**config.mk**
```make
export PLATFORM = sky130hd
export DESIGN_NAME = ipa_lsu_arbiter_flat
export DESIGN_NICKNAME = d
export VERILOG_FILES = /design/src/rtl/ipa_lsu_pkg.sv /design/src/rtl/ipa_lsu_arbiter_if.sv /design/src/rtl/rr_arbiter_ipa.sv /design/src/rtl/ipa_lsu_arbiter.sv /design/src/flat_wrapper.sv
export SDC_FILE = /design/constraint.sdc
export NUM_CORES = 1
export LEC_CHECK = 0
export ABC_AREA = 1
export CORE_AREA = 2 2 511 513
export CTS_CLUSTER_DIAMETER = 80
export DETAILED_ROUTE_END_ITERATION = 8
export DIE_AREA = 0 0 513 515
export DONT_BUFFER_PORTS = 1
export GPL_ROUTABILITY_DRIVEN = 1
export PLACE_DENSITY_LB_ADDON = 0.05
export SLEW_MARGIN = 40
export SYNTH_ARGS = -nofsm -noshare
export SYNTH_HDL_FRONTEND = slang
export SYNTH_HIERARCHICAL = 1
export SYNTH_SLANG_ARGS = --single-unit
```
**constraint.sdc**
```tcl
create_clock -name Clk -period 11.54 [get_ports Clk]
set_input_delay 2.308 -clock Clk [delete_from_list [all_inputs] [get_ports Clk]]
set_output_delay 2.308 -clock Clk [all_outputs]
set_load 0.01 [all_outputs]
```
**src/rtl/ipa_lsu_pkg.sv**
```systemverilog
// Shared definitions for the IPA load/store arbiter: FSM state encoding and tile-count constants.
package ipa_lsu_pkg;

  function automatic int idxWidth(input int n);
    return (n > 1) ? $clog2(n) : 1;
  endfunction

  localparam int NB_ROWS_DEF = 4;
  localparam int NB_COLS_DEF = 4;
  localparam int NB_TILES    = NB_ROWS_DEF * NB_COLS_DEF;
  localparam int IDX_W       = idxWidth(NB_TILES);

  typedef enum logic [1:0] {
    IDLE  = 2'd0,
    ISSUE = 2'd1,
    RESP  = 2'd2,
    ACK   = 2'd3
  } lsu_state_t;

endpackage

```
**src/rtl/ipa_lsu_arbiter_if.sv**
```systemverilog
// Tile-side and memory-side bus of the IPA load/store arbiter; the arbiter uses the slave modport.
interface ipa_lsu_arbiter_if
  import ipa_lsu_pkg::*;
#(
  parameter int NB_ROWS = NB_ROWS_DEF,
  parameter int NB_COLS = NB_COLS_DEF,
  parameter int DWIDTH  = 32
);
  localparam int NbTiles = NB_ROWS * NB_COLS;

  logic [NbTiles-1:0]        Load_Store_Req_I;
  logic [NbTiles-1:0]        Load_Store_Data_Req_I;
  logic [NbTiles*DWIDTH-1:0] Load_Store_Addr_I;
  logic [NbTiles*DWIDTH-1:0] Store_Data_I;
  logic [NbTiles-1:0]        Load_Store_Grant_O;
  logic [NbTiles-1:0]        Data_Req_Valid_O;
  logic [DWIDTH-1:0]         Load_Data_O;

  logic                      Mem_Req_O;
  logic                      Mem_We_O;
  logic [DWIDTH-1:0]         Mem_Addr_O;
  logic [DWIDTH-1:0]         Mem_Wdata_O;
  logic                      Mem_Gnt_I;
  logic                      Mem_Rvalid_I;
  logic [DWIDTH-1:0]         Mem_Rdata_I;

  modport slave (
    input  Load_Store_Req_I, Load_Store_Data_Req_I, Load_Store_Addr_I, Store_Data_I,
    input  Mem_Gnt_I, Mem_Rvalid_I, Mem_Rdata_I,
    output Load_Store_Grant_O, Data_Req_Valid_O, Load_Data_O,
    output Mem_Req_O, Mem_We_O, Mem_Addr_O, Mem_Wdata_O
  );

  modport master (
    output Load_Store_Req_I, Load_Store_Data_Req_I, Load_Store_Addr_I, Store_Data_I,
    output Mem_Gnt_I, Mem_Rvalid_I, Mem_Rdata_I,
    input  Load_Store_Grant_O, Data_Req_Valid_O, Load_Data_O,
    input  Mem_Req_O, Mem_We_O, Mem_Addr_O, Mem_Wdata_O
  );

endinterface

```
**src/rtl/rr_arbiter_ipa.sv**
```systemverilog
// Round-robin picker: returns the first requesting tile at or after the pointer, as one-hot and index.
module rr_arbiter_ipa
  import ipa_lsu_pkg::*;
#(
  parameter int N    = NB_TILES,
  parameter int IDXW = IDX_W
) (
  input  logic [N-1:0]    req_i,
  input  logic [IDXW-1:0] ptr_i,
  output logic [N-1:0]    gnt_o,
  output logic [IDXW-1:0] idx_o,
  output logic            valid_o
);

  logic [IDXW-1:0] cand;

  // Walk offsets from farthest to nearest so the requester closest to the pointer is the one kept.
  always_comb begin
    gnt_o   = '0;
    idx_o   = '0;
    valid_o = 1'b0;
    cand    = '0;
    for (int i = N - 1; i >= 0; i--) begin
      cand = IDXW'((int'(ptr_i) + i) % N);
      if (req_i[cand]) begin
        gnt_o       = '0;
        gnt_o[cand] = 1'b1;
        idx_o       = cand;
        valid_o     = 1'b1;
      end
    end
  end

endmodule

```
**src/rtl/ipa_lsu_arbiter.sv**
```systemverilog
// Serialises PE-tile load/store requests onto one memory port, one transaction at a time.
// Optional performance counters are built only when IPA_LSU_PERF_EN is defined.
module ipa_lsu_arbiter
  import ipa_lsu_pkg::*;
#(
  parameter int NB_ROWS = NB_ROWS_DEF,
  parameter int NB_COLS = NB_COLS_DEF,
  parameter int DWIDTH  = 32
) (
  input  logic             Clk,
  input  logic             Reset,
  ipa_lsu_arbiter_if.slave bus,
  output logic             Busy_O,
  output logic [31:0]      Perf_Loads_O,
  output logic [31:0]      Perf_Stores_O,
  output logic [31:0]      Perf_Wait_O
);

  localparam int NbTiles = NB_ROWS * NB_COLS;
  localparam int IdxW    = idxWidth(NbTiles);

  lsu_state_t        state_q, state_d;
  logic [IdxW-1:0]   idx_q, idx_d;
  logic [IdxW-1:0]   ptr_q, ptr_d;
  logic [DWIDTH-1:0] addr_q, addr_d;
  logic [DWIDTH-1:0] wdata_q, wdata_d;
  logic [DWIDTH-1:0] loadData_q, loadData_d;
  logic              isStore_q, isStore_d;

  logic [NbTiles-1:0] pickGnt;
  logic [IdxW-1:0]    pickIdx;
  logic               pickValid;
  logic [DWIDTH-1:0]  tileAddr  [NbTiles];
  logic [DWIDTH-1:0]  tileWdata [NbTiles];

  for (genvar g = 0; g < NbTiles; g++) begin : g_unpack
    assign tileAddr[g]  = bus.Load_Store_Addr_I[g*DWIDTH +: DWIDTH];
    assign tileWdata[g] = bus.Store_Data_I[g*DWIDTH +: DWIDTH];
  end

  rr_arbiter_ipa #(
    .N    (NbTiles),
    .IDXW (IdxW)
  ) u_rr (
    .req_i   (bus.Load_Store_Req_I),
    .ptr_i   (ptr_q),
    .gnt_o   (pickGnt),
    .idx_o   (pickIdx),
    .valid_o (pickValid)
  );

  always_ff @(posedge Clk or negedge Reset) begin
    if (!Reset) begin
      state_q    <= IDLE;
      idx_q      <= '0;
      ptr_q      <= '0;
      addr_q     <= '0;
      wdata_q    <= '0;
      loadData_q <= '0;
      isStore_q  <= 1'b0;
    end else begin
      state_q    <= state_d;
      idx_q      <= idx_d;
      ptr_q      <= ptr_d;
      addr_q     <= addr_d;
      wdata_q    <= wdata_d;
      loadData_q <= loadData_d;
      isStore_q  <= isStore_d;
    end
  end

  // Arbitration only happens in IDLE, so requests seen in ACK are naturally ignored.
  always_comb begin
    state_d                = state_q;
    idx_d                  = idx_q;
    ptr_d                  = ptr_q;
    addr_d                 = addr_q;
    wdata_d                = wdata_q;
    loadData_d             = loadData_q;
    isStore_d              = isStore_q;
    bus.Mem_Req_O          = 1'b0;
    bus.Mem_We_O           = 1'b0;
    bus.Mem_Addr_O         = '0;
    bus.Mem_Wdata_O        = '0;
    bus.Load_Store_Grant_O = '0;
    bus.Data_Req_Valid_O   = '0;
    unique case (state_q)
      IDLE: begin
        if (pickValid) begin
          idx_d     = pickIdx;
          ptr_d     = (pickIdx == IdxW'(NbTiles - 1)) ? '0 : pickIdx + 1'b1;
          addr_d    = tileAddr[pickIdx];
          wdata_d   = tileWdata[pickIdx];
          isStore_d = |(pickGnt & bus.Load_Store_Data_Req_I);
          state_d   = ISSUE;
        end
      end
      ISSUE: begin
        bus.Mem_Req_O   = 1'b1;
        bus.Mem_We_O    = isStore_q;
        bus.Mem_Addr_O  = addr_q;
        bus.Mem_Wdata_O = wdata_q;
        if (bus.Mem_Gnt_I) begin
          state_d = isStore_q ? ACK : RESP;
        end
      end
      RESP: begin
        if (bus.Mem_Rvalid_I) begin
          loadData_d = bus.Mem_Rdata_I;
          state_d    = ACK;
        end
      end
      ACK: begin
        bus.Load_Store_Grant_O[idx_q] = 1'b1;
        bus.Data_Req_Valid_O[idx_q]   = !isStore_q;
        state_d                       = IDLE;
      end
      default: state_d = IDLE;
    endcase
  end

  assign bus.Load_Data_O = loadData_q;
  assign Busy_O          = (state_q != IDLE);

`ifdef IPA_LSU_PERF_EN
  logic [31:0] perfLoads_q, perfStores_q, perfWait_q;

  // Saturating counters: completions are counted in ACK, stall time across ISSUE and RESP.
  always_ff @(posedge Clk or negedge Reset) begin
    if (!Reset) begin
      perfLoads_q  <= '0;
      perfStores_q <= '0;
      perfWait_q   <= '0;
    end else begin
      if (state_q == ACK && !isStore_q && perfLoads_q != '1) begin
        perfLoads_q <= perfLoads_q + 32'd1;
      end
      if (state_q == ACK && isStore_q && perfStores_q != '1) begin
        perfStores_q <= perfStores_q + 32'd1;
      end
      if ((state_q == ISSUE || state_q == RESP) && perfWait_q != '1) begin
        perfWait_q <= perfWait_q + 32'd1;
      end
    end
  end

  assign Perf_Loads_O  = perfLoads_q;
  assign Perf_Stores_O = perfStores_q;
  assign Perf_Wait_O   = perfWait_q;
`else
  assign Perf_Loads_O  = '0;
  assign Perf_Stores_O = '0;
  assign Perf_Wait_O   = '0;
`endif

endmodule

```
**src/flat_wrapper.sv**
```systemverilog
// flat-port wrapper written by rule: the top's interface ports become plain ports
module ipa_lsu_arbiter_flat import ipa_lsu_pkg::*;
#(
  parameter int NB_ROWS = NB_ROWS_DEF,
  parameter int NB_COLS = NB_COLS_DEF,
  parameter int DWIDTH  = 32
)
  (Clk, Reset, Busy_O, Perf_Loads_O, Perf_Stores_O, Perf_Wait_O, bus_Load_Store_Req_I, bus_Load_Store_Data_Req_I, bus_Load_Store_Addr_I, bus_Store_Data_I, bus_Mem_Gnt_I, bus_Mem_Rvalid_I, bus_Mem_Rdata_I, bus_Load_Store_Grant_O, bus_Data_Req_Valid_O, bus_Load_Data_O, bus_Mem_Req_O, bus_Mem_We_O, bus_Mem_Addr_O, bus_Mem_Wdata_O);
  ipa_lsu_arbiter_if #(.NB_ROWS(NB_ROWS), .NB_COLS(NB_COLS), .DWIDTH(DWIDTH)) bus_i ();
  input  logic Clk;
  input  logic Reset;
  output logic Busy_O;
  output logic [31:0] Perf_Loads_O;
  output logic [31:0] Perf_Stores_O;
  output logic [31:0] Perf_Wait_O;
  input wire logic [$bits(bus_i.Load_Store_Req_I)-1:0] bus_Load_Store_Req_I;
  input wire logic [$bits(bus_i.Load_Store_Data_Req_I)-1:0] bus_Load_Store_Data_Req_I;
  input wire logic [$bits(bus_i.Load_Store_Addr_I)-1:0] bus_Load_Store_Addr_I;
  input wire logic [$bits(bus_i.Store_Data_I)-1:0] bus_Store_Data_I;
  input wire logic [$bits(bus_i.Mem_Gnt_I)-1:0] bus_Mem_Gnt_I;
  input wire logic [$bits(bus_i.Mem_Rvalid_I)-1:0] bus_Mem_Rvalid_I;
  input wire logic [$bits(bus_i.Mem_Rdata_I)-1:0] bus_Mem_Rdata_I;
  output wire logic [$bits(bus_i.Load_Store_Grant_O)-1:0] bus_Load_Store_Grant_O;
  output wire logic [$bits(bus_i.Data_Req_Valid_O)-1:0] bus_Data_Req_Valid_O;
  output wire logic [$bits(bus_i.Load_Data_O)-1:0] bus_Load_Data_O;
  output wire logic [$bits(bus_i.Mem_Req_O)-1:0] bus_Mem_Req_O;
  output wire logic [$bits(bus_i.Mem_We_O)-1:0] bus_Mem_We_O;
  output wire logic [$bits(bus_i.Mem_Addr_O)-1:0] bus_Mem_Addr_O;
  output wire logic [$bits(bus_i.Mem_Wdata_O)-1:0] bus_Mem_Wdata_O;
  assign bus_i.Load_Store_Req_I = bus_Load_Store_Req_I;
  assign bus_i.Load_Store_Data_Req_I = bus_Load_Store_Data_Req_I;
  assign bus_i.Load_Store_Addr_I = bus_Load_Store_Addr_I;
  assign bus_i.Store_Data_I = bus_Store_Data_I;
  assign bus_i.Mem_Gnt_I = bus_Mem_Gnt_I;
  assign bus_i.Mem_Rvalid_I = bus_Mem_Rvalid_I;
  assign bus_i.Mem_Rdata_I = bus_Mem_Rdata_I;
  assign bus_Load_Store_Grant_O = bus_i.Load_Store_Grant_O;
  assign bus_Data_Req_Valid_O = bus_i.Data_Req_Valid_O;
  assign bus_Load_Data_O = bus_i.Load_Data_O;
  assign bus_Mem_Req_O = bus_i.Mem_Req_O;
  assign bus_Mem_We_O = bus_i.Mem_We_O;
  assign bus_Mem_Addr_O = bus_i.Mem_Addr_O;
  assign bus_Mem_Wdata_O = bus_i.Mem_Wdata_O;
  ipa_lsu_arbiter #(.NB_ROWS(NB_ROWS), .NB_COLS(NB_COLS), .DWIDTH(DWIDTH)) u_core (.Clk(Clk), .Reset(Reset), .bus(bus_i), .Busy_O(Busy_O), .Perf_Loads_O(Perf_Loads_O), .Perf_Stores_O(Perf_Stores_O), .Perf_Wait_O(Perf_Wait_O));
endmodule
```
Yosys cells after proc, flatten, opt, wreduce, memory -nomap -nowiden
Cells that the tools add are included.
{"block": "op_classes", "addsub": 16, "magnitude_cmp": 35, "n_eq_ne": 7, "mux": 132, "n_bitwise": 3, "n_reduce_logical": 24}
{"operator": "$mux W16", "n": 18}
{"operator": "$bmux W32 S4", "n": 2}
{"operator": "$mux W32", "n": 6}
{"operator": "$lt A4 B5 Y1 const B", "n": 17}
{"operator": "$demux W1 S4", "n": 17}
{"operator": "$ge A4 B1 Y1 const B", "n": 17}
{"operator": "$mux W4", "n": 17}
{"operator": "$bmux W1 S4", "n": 16}
{"operator": "$mux W1", "n": 52}
{"operator": "$add A4 B4 Y4 const B", "n": 8}
{"operator": "$and A16 B16 Y16", "n": 2}
{"operator": "$logic_and A1 B1 Y1", "n": 17}
{"operator": "$add A4 B3 Y4 const B", "n": 4}
{"operator": "$reduce_or A16 Y1", "n": 1}
{"operator": "$add A4 B1 Y4 const B", "n": 2}
{"operator": "$add A4 B2 Y4 const B", "n": 2}
{"operator": "$pmux W2 S4", "n": 1}
{"operator": "$mux W2", "n": 3}
{"operator": "$ge A5 B5 Y1 const B", "n": 1}
{"operator": "$not A4 Y5", "n": 1}
{"operator": "$eq A2 B2 Y1 const B", "n": 2}
{"operator": "$eq A4 B4 Y1 const B", "n": 1}
{"operator": "$ne A2 B2 Y1 const B", "n": 2}
{"operator": "$reduce_and A2 Y1", "n": 2}
{"operator": "other kinds (6)", "n": 6}
{"block": "word_totals", "regBits": 107, "output_inout_bits": 227, "elab_cells": 224}

Depth between registers and ports, before layout
Gate-level depths: netlist of the first run.
{"block": "logic_depth", "ltp_word": 23, "ltp_mapped": 38, "mapped_depth_nobuf": 33}

By module
The synthesis of the first run kept the hierarchy.
{"module": "ipa_lsu_arbiter", "n_inst": 1, "cells_each": 2996, "area_each_um2": 15806.4, "seq_area_each_um2": 2677.6}
{"module": "rr_arbiter_ipa", "n_inst": 1, "cells_each": 1281, "area_each_um2": 5766.8, "seq_area_each_um2": 0.0}

Least setup slack after synthesis of the first run
OpenSTA, ideal clock, no wires.
{"block": "synth_path", "kind": "input to register", "start": "input bus_Load_Store_Req_I[5]", "end": "register u_core.addr_q[7]", "t_arrival_ns": 4.871, "required_time_ns": 11.416, "setup_slack_ns": 6.545, "cell_stages": 28, "path_buffers": 4, "cell_sequence": "nand2_1 > nand3_1 > nand3_1 > nand2_2 > nand2_4 > nand2_4 > nor2_8 > buf_12 > nor2_1 > o21ai_1 > a21oi_1 > o21ai_1 > nand2_1 > nand2_1 > nand2_1 > nand2_1 > nand2_1 > a21oi_1 > inv_2 > buf_6 > buf_6 > buf_4 > o211ai_1 > nand2_1 > nand2_1 > nand2_1 > nand2_1 > nand3_1"}
{"block": "synth_between", "elab_chain_cells": 22}
{"item": "from (decl)", "line_no": "flat_wrapper.sv:16", "rtl": "input wire logic [$bits(bus_i.Load_Store_Req_I)-1:0] bus_Load_Store_Req_I;"}
{"item": "$bmux W1 S4", "line_no": "rr_arbiter_ipa.sv:25", "rtl": "if (req_i[cand]) begin"}
{"item": "$mux W1 (implied by the code)", "line_no": "rr_arbiter_ipa.sv:25"}
{"item": "$mux W4 (15 in a row)", "line_no": "rr_arbiter_ipa.sv:25"}
{"item": "$mux W4 *", "line_no": "rr_arbiter_ipa.sv:25"}
{"item": "via u_core.pickIdx[0]", "line_no": "ipa_lsu_arbiter.sv:31", "rtl": "logic [IdxW-1:0] pickIdx;"}
{"item": "$not A4 Y5 (implied by the code) *", "line_no": "ipa_lsu_arbiter.sv:92", "rtl": "addr_d = tileAddr[pickIdx];"}
{"item": "$bmux W32 S4 *", "line_no": "ipa_lsu_arbiter.sv:92"}
{"item": "$mux W32 (implied by the code) * (2 in a row)", "line_no": "ipa_lsu_arbiter.sv:92"}
{"item": "to (signal assigned)", "line_no": "ipa_lsu_arbiter.sv:65", "rtl": "addr_q <= addr_d;"}
{"item": "to (decl)", "line_no": "ipa_lsu_arbiter.sv:25", "rtl": "logic [DWIDTH-1:0] addr_q, addr_d;"}
Mark *: on every way through the listed nets, which the timed path passes. The rest lies on a longest branch. The select of a mux whose other input is x is not followed.
A chain may end at the register's enable or synchronous reset.

Worst setup path after layout of the first run
{"block": "layout_path", "start": "register u_core.ptr_q[1]", "end": "register u_core.wdata_q[3]"}
{"block": "layout_between", "elab_chain_cells": 23}
{"item": "from (decl)", "line_no": "ipa_lsu_arbiter.sv:24", "rtl": "logic [IdxW-1:0] ptr_q, ptr_d;"}
{"item": "from (signal assigned)", "line_no": "ipa_lsu_arbiter.sv:64", "rtl": "ptr_q <= ptr_d;"}
{"item": "$add A4 B4 Y4", "line_no": "rr_arbiter_ipa.sv:24", "rtl": "cand = IDXW'((int'(ptr_i) + i) % N);"}
{"item": "$bmux W1 S4", "line_no": "rr_arbiter_ipa.sv:25"}
{"item": "$mux W1 (implied by the code)", "line_no": "rr_arbiter_ipa.sv:25"}
{"item": "$mux W4 (15 in a row)", "line_no": "rr_arbiter_ipa.sv:25"}
{"item": "$mux W4 *", "line_no": "rr_arbiter_ipa.sv:25"}
{"item": "via u_core.pickIdx[0]", "line_no": "ipa_lsu_arbiter.sv:31"}
{"item": "$not A4 Y5 (implied by the code) *", "line_no": "ipa_lsu_arbiter.sv:93", "rtl": "wdata_d = tileWdata[pickIdx];"}
{"item": "$bmux W32 S4 *", "line_no": "ipa_lsu_arbiter.sv:93"}
{"item": "$mux W32 (implied by the code) * (2 in a row)", "line_no": "ipa_lsu_arbiter.sv:93"}
{"item": "to (signal assigned)", "line_no": "ipa_lsu_arbiter.sv:66", "rtl": "wdata_q <= wdata_d;"}
{"item": "to (decl)", "line_no": "ipa_lsu_arbiter.sv:26", "rtl": "logic [DWIDTH-1:0] wdata_q, wdata_d;"}
Marks and branches as above.

==> impl_metrics.env, run 1 <==
export IMPL_tns_ns=0
export IMPL_finalHoldViolations=0
export IMPL_path_class="flip-flop to flip-flop"
export IMPL_syn_area_per_cell_um2=5.04
export IMPL_netlist_instances=4277
export IMPL_crit_family="buffers and inverters"
export IMPL_clock_sinks=107
export IMPL_drc_errors=0
export IMPL_period_needed_ns=7.21
export IMPL_crit_cells=29
export IMPL_row_count=187
export IMPL_slowest_stage="buf_4"
export IMPL_yosysWarnings=6
export IMPL_track_usage_pct=16.5
export IMPL_wl_per_cell_um=30.2
export IMPL_synth_top_area_share_pct=32.7
export IMPL_hold_depth=2
export IMPL_slew_headroom_pct=43.8
export IMPL_design_core_area_um2=259000
export IMPL_synth_distinct_cells=40
export IMPL_skew_ns=0.0340
export IMPL_start_util_pct=8.34
export IMPL_final_nets=5176
export IMPL_die_w_um=513
export IMPL_hold_path_class="flip-flop to flip-flop"
export IMPL_synth_yosys_seq_area_share_pct=12.4
export IMPL_via_per_inst=3.66
export IMPL_rr_worst_depth=29
export IMPL_grt_max_degree=127
export IMPL_num_vias=27500
export IMPL_slew_violations=0
export IMPL_yosys_area_top_type="nand2_1"
export IMPL_cts_clk_slew_worst_paths_ns=0.12
export IMPL_die_area_um2=264000
export IMPL_numCtsBuffers=9
export IMPL_final_common_cell="nand2_1"
export IMPL_mostFrequentLayoutCells="nand2_1, nand3_1, nor2_1"
export IMPL_drt_pass1_iterations=5
export IMPL_worst_ep_required_time_ns=11.96
export IMPL_hold_end="u_core/wdata_q[5]"
export IMPL_portBuffers=0
export IMPL_clk_path_buf_depth=2
export IMPL_r2r_slack_ns=4.33
export IMPL_place_congestion=0.826
export IMPL_cts_tree="done"
export IMPL_r2r_start="u_core/ptr_q[1]"
export IMPL_cts_setup_buffers=0
export IMPL_wirelength_mm=226
export IMPL_hpwlAfterDp_mm=187
export IMPL_synthesis_area_um2=21600
export IMPL_fmax_ghz=0.139
export IMPL_syn2layout_area_growth_pct=16.2
export IMPL_cts_resized=0
export IMPL_period_share_pct=62.5
export IMPL_synth_edf_count=0
export IMPL_worst_path_buf_inv=9
export IMPL_grt_pass1_vias=28400
export IMPL_overflow=0
export IMPL_netlist_top_cells_area="nand2_1, dfrtp_1, nand3_1, nor2_1, inv_1"
export IMPL_outcome="complete, no violations"
export IMPL_cpMostUsedCell="nand2_1"
export IMPL_synthArstFlopShare_pct=100
export IMPL_hold_buffers=0
export IMPL_setup_viol=0
export IMPL_synth_flop_cell="dfrtp_1"
export IMPL_crit_path_max_fanout=73
export IMPL_rsz0062_at_grt="no"
export IMPL_antenna_found_initial=142
export IMPL_drive_gt1_share_pct=5.21
export IMPL_root_buffer="clkbuf_16"
export IMPL_worst_slew_pin_slew_ns=0.840
export IMPL_r2r_end="u_core/wdata_q[3]"
export IMPL_cp_slowest_stage_delay_ns=0.61
export IMPL_clkLatencyLatePin_ns=0.48
export IMPL_grt_pass1_wl_mm=290
export IMPL_antenna_left=0
export IMPL_cts_max_level=3
export IMPL_worst_setup_path_start_kind="flip-flop"
export IMPL_io_pins=1319
export IMPL_end_kind="flip-flop"
export IMPL_hold_start="u_core/wdata_q[5]"
export IMPL_cap_violations=0
export IMPL_final_area_um2=25100
export IMPL_cp_arrival_ns=7.64
export IMPL_place_area_um2=24700
export IMPL_chipHeight_um=515
export IMPL_drt_initial_drc_count=1898
export IMPL_ys_ff_latch=107
## flip-flops by register name, summed over array words and instances, names as in the netlist
register	count
u_core/state_q	2
u_core/addr_q	32
u_core/idx_q	4
u_core/ptr_q	4
u_core/isStore_q	1
u_core/wdata_q	32
u_core/bus.Load_Data_O	32
## kinds of logic (layout without fill, tap and decap cells)
family / after synthesis / count (layout) / share of synthesized area [%]
DFF: 107 / 107 / 12.4
muxes: 32 / 32 / 1.67
other: 1 / 132 / 0.0174
buffers and inverters: 770 / 465 / 17.4
AOI/OAI and AO/OA: 483 / 483 / 12.9
adders and majority gates: 22 / 22 / 1.28
xor gates and xnor gates: 7 / 7 / 0.563
and+or+nand+nor: 2855 / 2855 / 53.8
## worst max path at each step
stage	start	endpoint
6_report	u_core/ptr_q[1]	u_core/wdata_q[3]
5_1_grt	u_core/ptr_q[1]	u_core/wdata_q[7]
4_1_cts	u_core/ptr_q[1]	u_core/wdata_q[7]
3_5_place_dp	bus_Load_Store_Req_I[3]	u_core/wdata_q[3]
3_3_place_gp	bus_Load_Store_Req_I[3]	u_core/wdata_q[7]
2_1_floorplan	bus_Load_Store_Req_I[5]	u_core/addr_q[7]
## area by class of cell
type / instances / area, um^2
Antenna cell: 36 / 90.1
Clock buffer: 10 / 229
Clock inverter: 6 / 61.3
Fill cell: 31100 / 233000
Inverter: 373 / 1420
Multi-Input combinational cell: 3495 / 15600
Sequential cell: 107 / 2680
Tap cell: 3402 / 4260
Timing Repair Buffer: 76 / 708
## metal layers
| metal | GRT usage (%) | share of wire (%) |
|---|---|---|
| met2 | 29.1 | 50 |
| met5 | 0 | 0.25 |
| met1 | 19.4 | 41 |
| met4 | 3.54 | 2.1 |
| met3 | 5.10 | 7.0 |
## through the flow
step	setup WS (ns)	std cells	utilization, %	hold WS [ns]
floorplan	6.54	4372	-	0.449
global placement	3.69	7452	9.54	0.473
detailed placement	3.85	7453	9.55	0.465
CTS	3.98	7469	9.66	0.497
global route	3.74	7481	9.67	0.512
finish	4.33	7505	9.70	0.493
## cell usage after synthesis (3+ instances only)
library cell	number
a21oi_1	70
a21oi_2	9
a31oi_1	7
buf_1	18
buf_2	118
buf_4	135
buf_6	25
clkbuf_1	98
dfrtp_1	107
ha_1	22
inv_1	358
inv_2	13
mux2_2	32
nand2_1	1882
nand2_2	28
nand2_4	5
nand3_1	533
nand3_2	4
nand4_1	5
nor2_1	371
nor3_1	17
nor4_1	7
o211ai_1	125
o21ai_0	211
o21ai_1	57
xor2_2	3
## worst reg2reg max path, delay by kind of cell, from the launching register on
family	cells	cell delay, ns
buffers and inverters	9	3.59
AND/OR/NAND/NOR	15	1.96
XOR/XNOR	1	0.56
AO/OA/AOI/OAI	3	0.50
flip-flops	1	0.37
adder cells (fa/ha/maj)	1	0.19
Power of run 1 is not shown: default switching activity piles up to over one toggle a cycle in this logic, so the estimate is an artifact.
==> run 2: changes to the inputs <==
- clock period: 11.54 -> 6.4 ns (I/O delays scaled with it)
==> run 2 against run 1 <==
Compared with the run above:
- final area up 11%
- critical path depth increased by 4
- critical path type unchanged
- worst setup slack got worse by 3.4 ns
- clock-buffer cell count down 1
- fmax is 32% higher
- final cell count up 3.5%
==> impl_metrics.env, run 2 (synthesis gave the netlist of run 1 again) <==
export IMPL_die_w_um=513
export IMPL_route_met2_wl_mm=115
export IMPL_final_common_cell="nand2_1"
export IMPL_io_pins=1319
export IMPL_tns_ns=0
export IMPL_r2r_slack_ns=0.93
export IMPL_path_class="flip-flop to flip-flop"
export IMPL_worst_slew_pin_slew_ns=0.859
export IMPL_place_area_um2=27600
export IMPL_cts_setup_buffers=0
export IMPL_num_vias=28100
export IMPL_cp_arrival_ns=5.88
export IMPL_rsz0062_at_grt="no"
export IMPL_clkLatencyLatePin_ns=0.49
export IMPL_cpMostUsedCell="nand2_1"
export IMPL_fmax_ghz=0.183
export IMPL_mostFrequentLayoutCells="nand2_1, nand3_1, nor2_1"
export IMPL_r2r_start="u_core/ptr_q[1]"
export IMPL_r2r_end="u_core/wdata_q[27]"
export IMPL_worst_setup_path_start_kind="flip-flop"
export IMPL_drc_errors=0
export IMPL_wl_met1_mm=92.9
export IMPL_worst_ep_required_time_ns=6.80
export IMPL_start_util_pct=8.34
export IMPL_setup_worst_path_start="u_core/ptr_q[1]"
export IMPL_slew_violations=0
export IMPL_grt_max_degree=108
export IMPL_crit_path_max_fanout=29
export IMPL_end_kind="flip-flop"
export IMPL_portBuffers=0
export IMPL_finalHoldViolations=0
export IMPL_period_needed_ns=5.47
export IMPL_top_layer_used="met5"
export IMPL_outcome="complete, no violations"
export IMPL_hold_path_class="flip-flop to flip-flop"
export IMPL_cts_resized=0
export IMPL_period_share_pct=85.5
export IMPL_setup_viol=0
export IMPL_cts_max_level=3
export IMPL_numCtsBuffers=9
export IMPL_skew_ns=0.0186
export IMPL_overflow=0
export IMPL_row_count=187
export IMPL_cts_tree="done"
export IMPL_slew_headroom_pct=42.2
export IMPL_design_core_area_um2=259000
export IMPL_crit_family="buffers and inverters"
export IMPL_die_area_um2=264000
export IMPL_syn2layout_area_growth_pct=29.5
export IMPL_grt_pass1_wl_mm=290
export IMPL_rr_worst_depth=33
export IMPL_cp_slowest_stage_delay_ns=0.52
export IMPL_track_usage_pct=16.5
export IMPL_worst_path_buf_inv=10
export IMPL_antenna_left=0
export IMPL_final_nets=5461
export IMPL_crit_cells=33
export IMPL_via_per_inst=3.62
export IMPL_cts_clk_slew_worst_paths_ns=0.10
export IMPL_whs_ns=0.486
export IMPL_antenna_found_initial=115
export IMPL_grt_pass1_vias=29100
export IMPL_hold_buffers=0
export IMPL_clk_path_buf_depth=2
export IMPL_cap_violations=0
export IMPL_wl_met3_mm=16.2
export IMPL_drive_gt1_share_pct=11.4
export IMPL_hpwlAfterDp_mm=196
export IMPL_wirelength_mm=226
export IMPL_drt_pass1_iterations=5
export IMPL_slowest_stage="ha_1"
export IMPL_drt_initial_drc_count=2058
export IMPL_cp_endpoint="u_core/wdata_q[27]"
export IMPL_chipHeight_um=515
export IMPL_clock_sinks=107
export IMPL_wl_per_cell_um=29.1
export IMPL_root_buffer="clkbuf_16"
export IMPL_place_congestion=0.869
export IMPL_final_area_um2=27900
run 2: layer usage:
layer | track usage (%) | vias up
met2 | 29.9 | 987
met1 | 19.6 | 13400
met5 | 0 | -
met4 | 1.70 | 80
met3 | 4.84 | 184
li1 | - | 13400
run 2: worst min-delay path by stage:
stage | cells after the start | start | slack, ns | endpoint
after floorplan | 2 | u_core/addr_q[29] | 0.45 | u_core/addr_q[29]
after global placement | 2 | u_core/wdata_q[4] | 0.47 | u_core/wdata_q[4]
after detailed placement | 2 | u_core/wdata_q[0] | 0.46 | u_core/wdata_q[0]
after CTS | 0 | Reset | 0.45 | u_core/addr_q[0]
after global routing | 0 | Reset | 0.46 | u_core/addr_q[0]
final | 2 | u_core/wdata_q[15] | 0.49 | u_core/wdata_q[15]
run 2: cell type report:
class | count | area, um^2
Antenna cell | 17 | 42.5
Clock buffer | 9 | 225
Clock inverter | 7 | 101
Fill cell | 30900 | 231000
Inverter | 373 | 1420
Multi-Input combinational cell | 3495 | 15600
Sequential cell | 107 | 2680
Tap cell | 3402 | 4260
Timing Repair Buffer | 361 | 3580
run 2: stage by stage:
| stage | instances | util (%) | worst slack [ns] |
|---|---|---|---|
| 6_report | 7771 | 10.8 | 0.927 |
| 5_1_grt | 7757 | 10.8 | 0.547 |
| 4_1_cts | 7754 | 10.8 | 0.770 |
| 3_5_place_dp | 7738 | 10.7 | 0.801 |
| 3_3_place_gp | 7738 | 10.7 | 0.674 |
| 2_1_floorplan | 4372 | - | 2.39 |
run 2: worst min-delay path, cell delays in order (launching register included):
cell,delay (ns)
dfrtp_1,0.35
nand2_1,0.05
nand2_1,0.06
Power of run 2 is left out for the same reason.
